==> src/rtl/seq_step_sequencer_if.sv <==
// Controller-side bundle for seq_step_sequencer: operation request, step
// strobes and the sequencer's status back to the multiplier controller.
// The err status line exists only when SEQ_STEP_SEQUENCER_ERR_EN is defined.
interface seq_step_sequencer_if #(
   parameter int CNT_W = 4
);
   logic             start;
   logic [CNT_W:0]   len;
   logic             add_shift;
   logic             shift;
   logic [CNT_W-1:0] count;
   logic             count_check;
   logic             busy;
   logic             done;
`ifdef SEQ_STEP_SEQUENCER_ERR_EN
   logic             err;

   // Controller drives requests and strobes, observes status.
   modport master (
      output start, len, add_shift, shift,
      input  count, count_check, busy, done, err
   );

   // Sequencer receives requests and strobes, drives status.
   modport slave (
      input  start, len, add_shift, shift,
      output count, count_check, busy, done, err
   );
`else
   // Controller drives requests and strobes, observes status.
   modport master (
      output start, len, add_shift, shift,
      input  count, count_check, busy, done
   );

   // Sequencer receives requests and strobes, drives status.
   modport slave (
      input  start, len, add_shift, shift,
      output count, count_check, busy, done
   );
`endif
endinterface

==> src/rtl/seq_step_sequencer.sv <==
// Step sequencer for the sequential multiplier datapath.
// Counts add-shift / shift steps for an operation length latched at start,
// reporting busy, a last-step flag and a one-cycle done pulse.
// Optional feature: define SEQ_STEP_SEQUENCER_ERR_EN to add a sticky err
// status flagging strobes outside RUN and start requests during RUN.
module seq_step_sequencer #(
   parameter int CNT_W     = 4,
   parameter int MAX_STEPS = 16
) (
   input logic                clk,
   input logic                reset,
   seq_step_sequencer_if.slave bus
);

   localparam logic [CNT_W:0] MAX_LEN = (CNT_W + 1)'(MAX_STEPS);
   localparam logic [CNT_W:0] LEN_ONE = (CNT_W + 1)'(1);

   // Reject step limits the count register cannot represent.
   if (MAX_STEPS < 1 || MAX_STEPS > (1 << CNT_W)) begin : g_bad_max_steps
      $error("seq_step_sequencer: MAX_STEPS must be in 1..2**CNT_W");
   end

   typedef enum logic [1:0] {
      S_IDLE,
      S_RUN,
      S_DONE
   } state_t;

   state_t           state_q;
   logic [CNT_W-1:0] count_q;
   logic [CNT_W:0]   len_q;
   logic             busy_q;
   logic             done_q;

   logic             step;
   logic             accept;
   logic             last_step;
   logic [CNT_W:0]   len_clamped;

   assign step        = bus.add_shift | bus.shift;
   assign accept      = bus.start && (state_q == S_IDLE || state_q == S_DONE);
   assign last_step   = ({1'b0, count_q} == (len_q - LEN_ONE));
   assign len_clamped = (bus.len == '0 || bus.len > MAX_LEN) ? MAX_LEN : bus.len;

   // Main FSM: state, step counter, latched length and registered status.
   // NOTE: sequential state uses non-blocking assignments so every register
   // samples pre-edge values regardless of statement order.
   always_ff @(posedge clk) begin
      if (!reset) begin
         state_q <= S_IDLE;
         count_q <= '0;
         len_q   <= MAX_LEN;
         busy_q  <= 1'b0;
         done_q  <= 1'b0;
      end else begin
         done_q <= 1'b0;
         case (state_q)
            S_IDLE, S_DONE: begin
               if (accept) begin
                  len_q   <= len_clamped;
                  count_q <= '0;
                  busy_q  <= 1'b1;
                  state_q <= S_RUN;
               end else begin
                  busy_q  <= 1'b0;
                  state_q <= S_IDLE;
               end
            end
            S_RUN: begin
               if (step) begin
                  if (last_step) begin
                     count_q <= '0;
                     busy_q  <= 1'b0;
                     done_q  <= 1'b1;
                     state_q <= S_DONE;
                  end else begin
                     count_q <= count_q + 1'b1;
                  end
               end
            end
            default: begin
               count_q <= '0;
               busy_q  <= 1'b0;
               state_q <= S_IDLE;
            end
         endcase
      end
   end

   assign bus.count       = count_q;
   assign bus.busy        = busy_q;
   assign bus.done        = done_q;
   assign bus.count_check = (state_q == S_RUN) && last_step;

`ifdef SEQ_STEP_SEQUENCER_ERR_EN
   logic err_q;
   logic err_set;

   assign err_set = (step && state_q != S_RUN) || (bus.start && state_q == S_RUN);

   // Sticky protocol-error flag; an accepted start clears it and wins over a set.
   always_ff @(posedge clk) begin
      if (!reset) begin
         err_q <= 1'b0;
      end else if (accept) begin
         err_q <= 1'b0;
      end else if (err_set) begin
         err_q <= 1'b1;
      end
   end

   assign bus.err = err_q;
`endif

endmodule

==> src/flat_wrapper.sv <==
// flat-port wrapper written by rule: the top's interface ports become plain ports
module seq_step_sequencer_flat 
#(
   parameter int CNT_W     = 4,
   parameter int MAX_STEPS = 16
)
  (clk, reset, bus_start, bus_len, bus_add_shift, bus_shift, bus_count, bus_count_check, bus_busy, bus_done);
  seq_step_sequencer_if #(.CNT_W(CNT_W)) bus_i ();
  input logic clk;
  input logic reset;
  input wire logic [$bits(bus_i.start)-1:0] bus_start;
  input wire logic [$bits(bus_i.len)-1:0] bus_len;
  input wire logic [$bits(bus_i.add_shift)-1:0] bus_add_shift;
  input wire logic [$bits(bus_i.shift)-1:0] bus_shift;
  output wire logic [$bits(bus_i.count)-1:0] bus_count;
  output wire logic [$bits(bus_i.count_check)-1:0] bus_count_check;
  output wire logic [$bits(bus_i.busy)-1:0] bus_busy;
  output wire logic [$bits(bus_i.done)-1:0] bus_done;
  assign bus_i.start = bus_start;
  assign bus_i.len = bus_len;
  assign bus_i.add_shift = bus_add_shift;
  assign bus_i.shift = bus_shift;
  assign bus_count = bus_i.count;
  assign bus_count_check = bus_i.count_check;
  assign bus_busy = bus_i.busy;
  assign bus_done = bus_i.done;
  seq_step_sequencer #(.CNT_W(CNT_W), .MAX_STEPS(MAX_STEPS)) u_core (.clk(clk), .reset(reset), .bus(bus_i));
endmodule
==> config.mk <==
export PLATFORM = sky130hd
export DESIGN_NAME = seq_step_sequencer_flat
export DESIGN_NICKNAME = d
export VERILOG_FILES = /design/src/rtl/seq_step_sequencer_if.sv /design/src/rtl/seq_step_sequencer.sv /design/src/flat_wrapper.sv
export SDC_FILE = /design/constraint.sdc
export NUM_CORES = 1
export LEC_CHECK = 0
export CAP_MARGIN = 5
export CORE_AREA = 2 2 42 44
export CTS_CLUSTER_DIAMETER = 150
export CTS_CLUSTER_SIZE = 20
export DETAILED_ROUTE_END_ITERATION = 10
export DIE_AREA = 0 0 44 46
export DONT_BUFFER_PORTS = 1
export GPL_TIMING_DRIVEN = 0
export PLACE_DENSITY = 0.66
export SYNTH_ARGS = -nofsm -noshare
export SYNTH_HDL_FRONTEND = slang
export SYNTH_SLANG_ARGS = --single-unit
==> constraint.sdc <==
create_clock -name clk -period 4.7 [get_ports clk]
set_input_delay 0.47 -clock clk [delete_from_list [all_inputs] [get_ports clk]]
set_output_delay 0.47 -clock clk [all_outputs]
set_load 0.005 [all_outputs]
==> results.md <==
- Number of H-tree levels: 1
- Most repeated cell in the gate-level netlist after synthesis: dfxtp_1
- Setup slack, reg-to-reg: ~3 ns
- Post-route cell area: just under 800 sq um
- VDD IR max: 0.200 mV
- Required time worst endpoint: between 4 and 5 ns
- Area of the die: between 0.002 and 0.0025 sq mm
- Largest clock skew in the final design: 0.00268 ns
- Number of top-level design ports: 17
- Number of setup buffers added after CTS: 0
- Top cells by area, synth: dfxtp_1 (36%), ha_1 (5.2%), nand2_1 (5.2%)
- Yosys reg bits: 13
- Maximum number of pins on one net before global-route repair: 11
- Final worst hold slack: roughly 0.35 ns
- Area leader, netlist: dfxtp_1
- DP Cell Count: just over 100
- Startpoint kind of the worst setup timing path: flop
- Register clock-pin slew on the reported worst setup and hold paths: about 0.080 ns
- Syn Nets: 97
- Maximum fanout count along the critical path: 8
- DR pass1 iterations: 4
- Worst setup EP type: output pin
- TritonCTS Buffers: 3
- Result of the run: completed
- Source-to-sink clock delay at the later pin of the worst-skew pair: between 0.2 and 0.3 ns
- Detailed-route via count: just under 600
- Maximum buffer depth of the clock tree: 2
- Yosys warning count: 0
- Share of synthesized area occupied by flip-flops and latches: 35.9%
- Number of global-route vias before repair: 583
- Maximum Capacitance Violations: 0
- Final count of hold timing violations: 0
- Setup CP Type: reg -> out
- Number of rows created at floorplan: 15
- Layout cell share with drive strength beyond 1: 7.95%
- Global placer's final weighted congestion: 0.663
- Cts repair resizes: 0
- Final period demand of the worst path: around 2.2 ns
- Iteration-0 DRC Markers: 4
- Buffers on Ports: 0
- DRC violation count after routing: 0
- Power density over cell area: roughly 280 mW/mm^2
- Antenna Nets Post-Route: 0
- Final cycle utilization of the critical path: a little under half
- Top post-synthesis cells by count: dfxtp_1 (13), nand2_1 (10), nor3_1 (6)
- Signal arrival time at the worst endpoint: 1.73 ns
- Final std cells w/o fill: between 100 and 150
- Overall power after layout: approximately 220 uW
- HPWL reported at the end of detailed placement: around 1100 um
- Total Neg Setup Slack: 0 ns
- Number of buffers inserted by hold repair at cts: 0
- Worst relative slew slack: about 72%
- CTS tree: yes
- Instance area after placement: 747 sq um
- Nets: 102
- Cell Area, Synth: between 700 and 800 sq um
- Die outline width: around 44 um
- Actual slew at the worst max-slew pin: between 0.4 and 0.5 ns
- Hold/Removal Path Class: in -> reg
- Count of mapped cells out of synthesis: between 80 and 90
- Most used DFF post-synth: dfxtp_1
- Synthesized area per cell: 8.64 sq um
- Global-route wire length before repair: about 2300 um
- Initial standard-cell utilization of the core: approximately 45%
- Number of enable flip-flop cells after synthesis: 0
- Share of Yosys cell area claimed by the top area cell type: a little over a third
- Growth of design area from synthesis to finish: 6.55%
- CTS Root Cell: clkbuf_4
- Number of distinct library cells after synthesis: 29
- Antenna violations before repair: 0
- Synth async-reset ratio: 0%
- Via-per-instance ratio: between 5 and 6
- Core Region: 0.00161 sq mm
- Routed wire per std cell: about 13 um
- GRT Util Overall: approximately 16%
- Achievable Freq: between 0.4 and 0.5 GHz
- Number of setup violations in the final report: 0
- Sinks on Clock Net: 13
- Die outline height: between 40 and 50 um
- Cell leakage power: 0.277 nW
- Wire length reported by the detailed router: ~1400 um
- Max-slew violation total from the final report: 0
- Layout filler cell count: ~160
- Count of antenna diodes in the layout: 0
- Global-route congestion overflow total: 0
- RSZ-0062 raised after global routing: false
==> final cells by class <==
| cell class | count | area (sq um) | share of cell area (%) |
|---|---|---|---|
| buffer | 2 | 8.76 | 1.13 |
| clock buffer | 4 | 26.3 | 3.40 |
| inverter | 3 | 11.3 | 1.46 |
| multi-input combinational | 66 | 445 | 57.6 |
| sequential | 13 | 260 | 33.7 |
| tap | 17 | 21.3 | 2.75 |
==> where the power goes <==
group	internal (mW)	switching, mW	total (mW)
Sequential	0.115	0.00610	0.121
Clock	0.0329	0.0352	0.0681
Combinational	0.0131	0.0169	0.0300
Total	0.161	0.0582	0.219
==> cells by family (layout without fill, tap and decap cells) <==
kind of cell	Yosys count	count (layout)	synth area share [%]
flip-flops	13	13	35.9
AO/OA/AOI/OAI	14	14	15.9
XOR/XNOR	5	5	6.04
buffers and inverters	5	9	2.76
adder cells (fa/ha/maj)	3	3	5.17
AND/OR/NAND/NOR	44	44	34.3
==> flip-flops by register name (all words and copies together) (netlist names) <==
name and flops:
u_core.len_q 5, u_core.bus.done 1, u_core.state_q 2, u_core.bus.count 4, u_core.bus.busy 1
==> worst paths after layout <==
check                  start                  end  depth (start not counted)
max          u_core.len_q[0]      bus_count_check                          6
min                    reset      u_core.bus.busy                          2
max reg2reg  u_core.len_q[0]  u_core.bus.count[1]                          7
min reg2reg  u_core.bus.busy      u_core.bus.busy                          2
==> cells in the final DEF (no fill, tap or decap), drive strengths merged, types with 4 or more instances in the layout <==
master  instances
nand2          10
nand3           4
nand3b          4
dfxtp          13
nor2            4
nor3            6
clkbuf          6
nor2b           5
a21boi          4
==> worst max-delay path: stages (launching register included) <==
cell and delay [ns]:
dfxtp_1 0.39, inv_1 0.06, ha_1 0.24, nand4b_1 0.11, a21oi_1 0.10, o311ai_4 0.45, nor2_1 0.11
==> stage by stage <==
stage	utilization, %	setup WS (ns)
4_1_cts	47.9	2.46
2_1_floorplan	-	2.92
3_5_place_dp	46.3	2.76
5_1_grt	47.9	2.32
6_report	47.9	2.50
3_3_place_gp	46.3	2.81
==> metal layers <==
metal / wire length [um] / track usage, % / vias to the layer above
met5: 0 / 0 / -
met2: 657 / 27.1 / 11
li1: - / - / 305
met1: 610 / 18.1 / 270
met4: 30 / 7.27 / 0
met3: 67 / 4.76 / 4
Power figures use the tool's default switching activity.
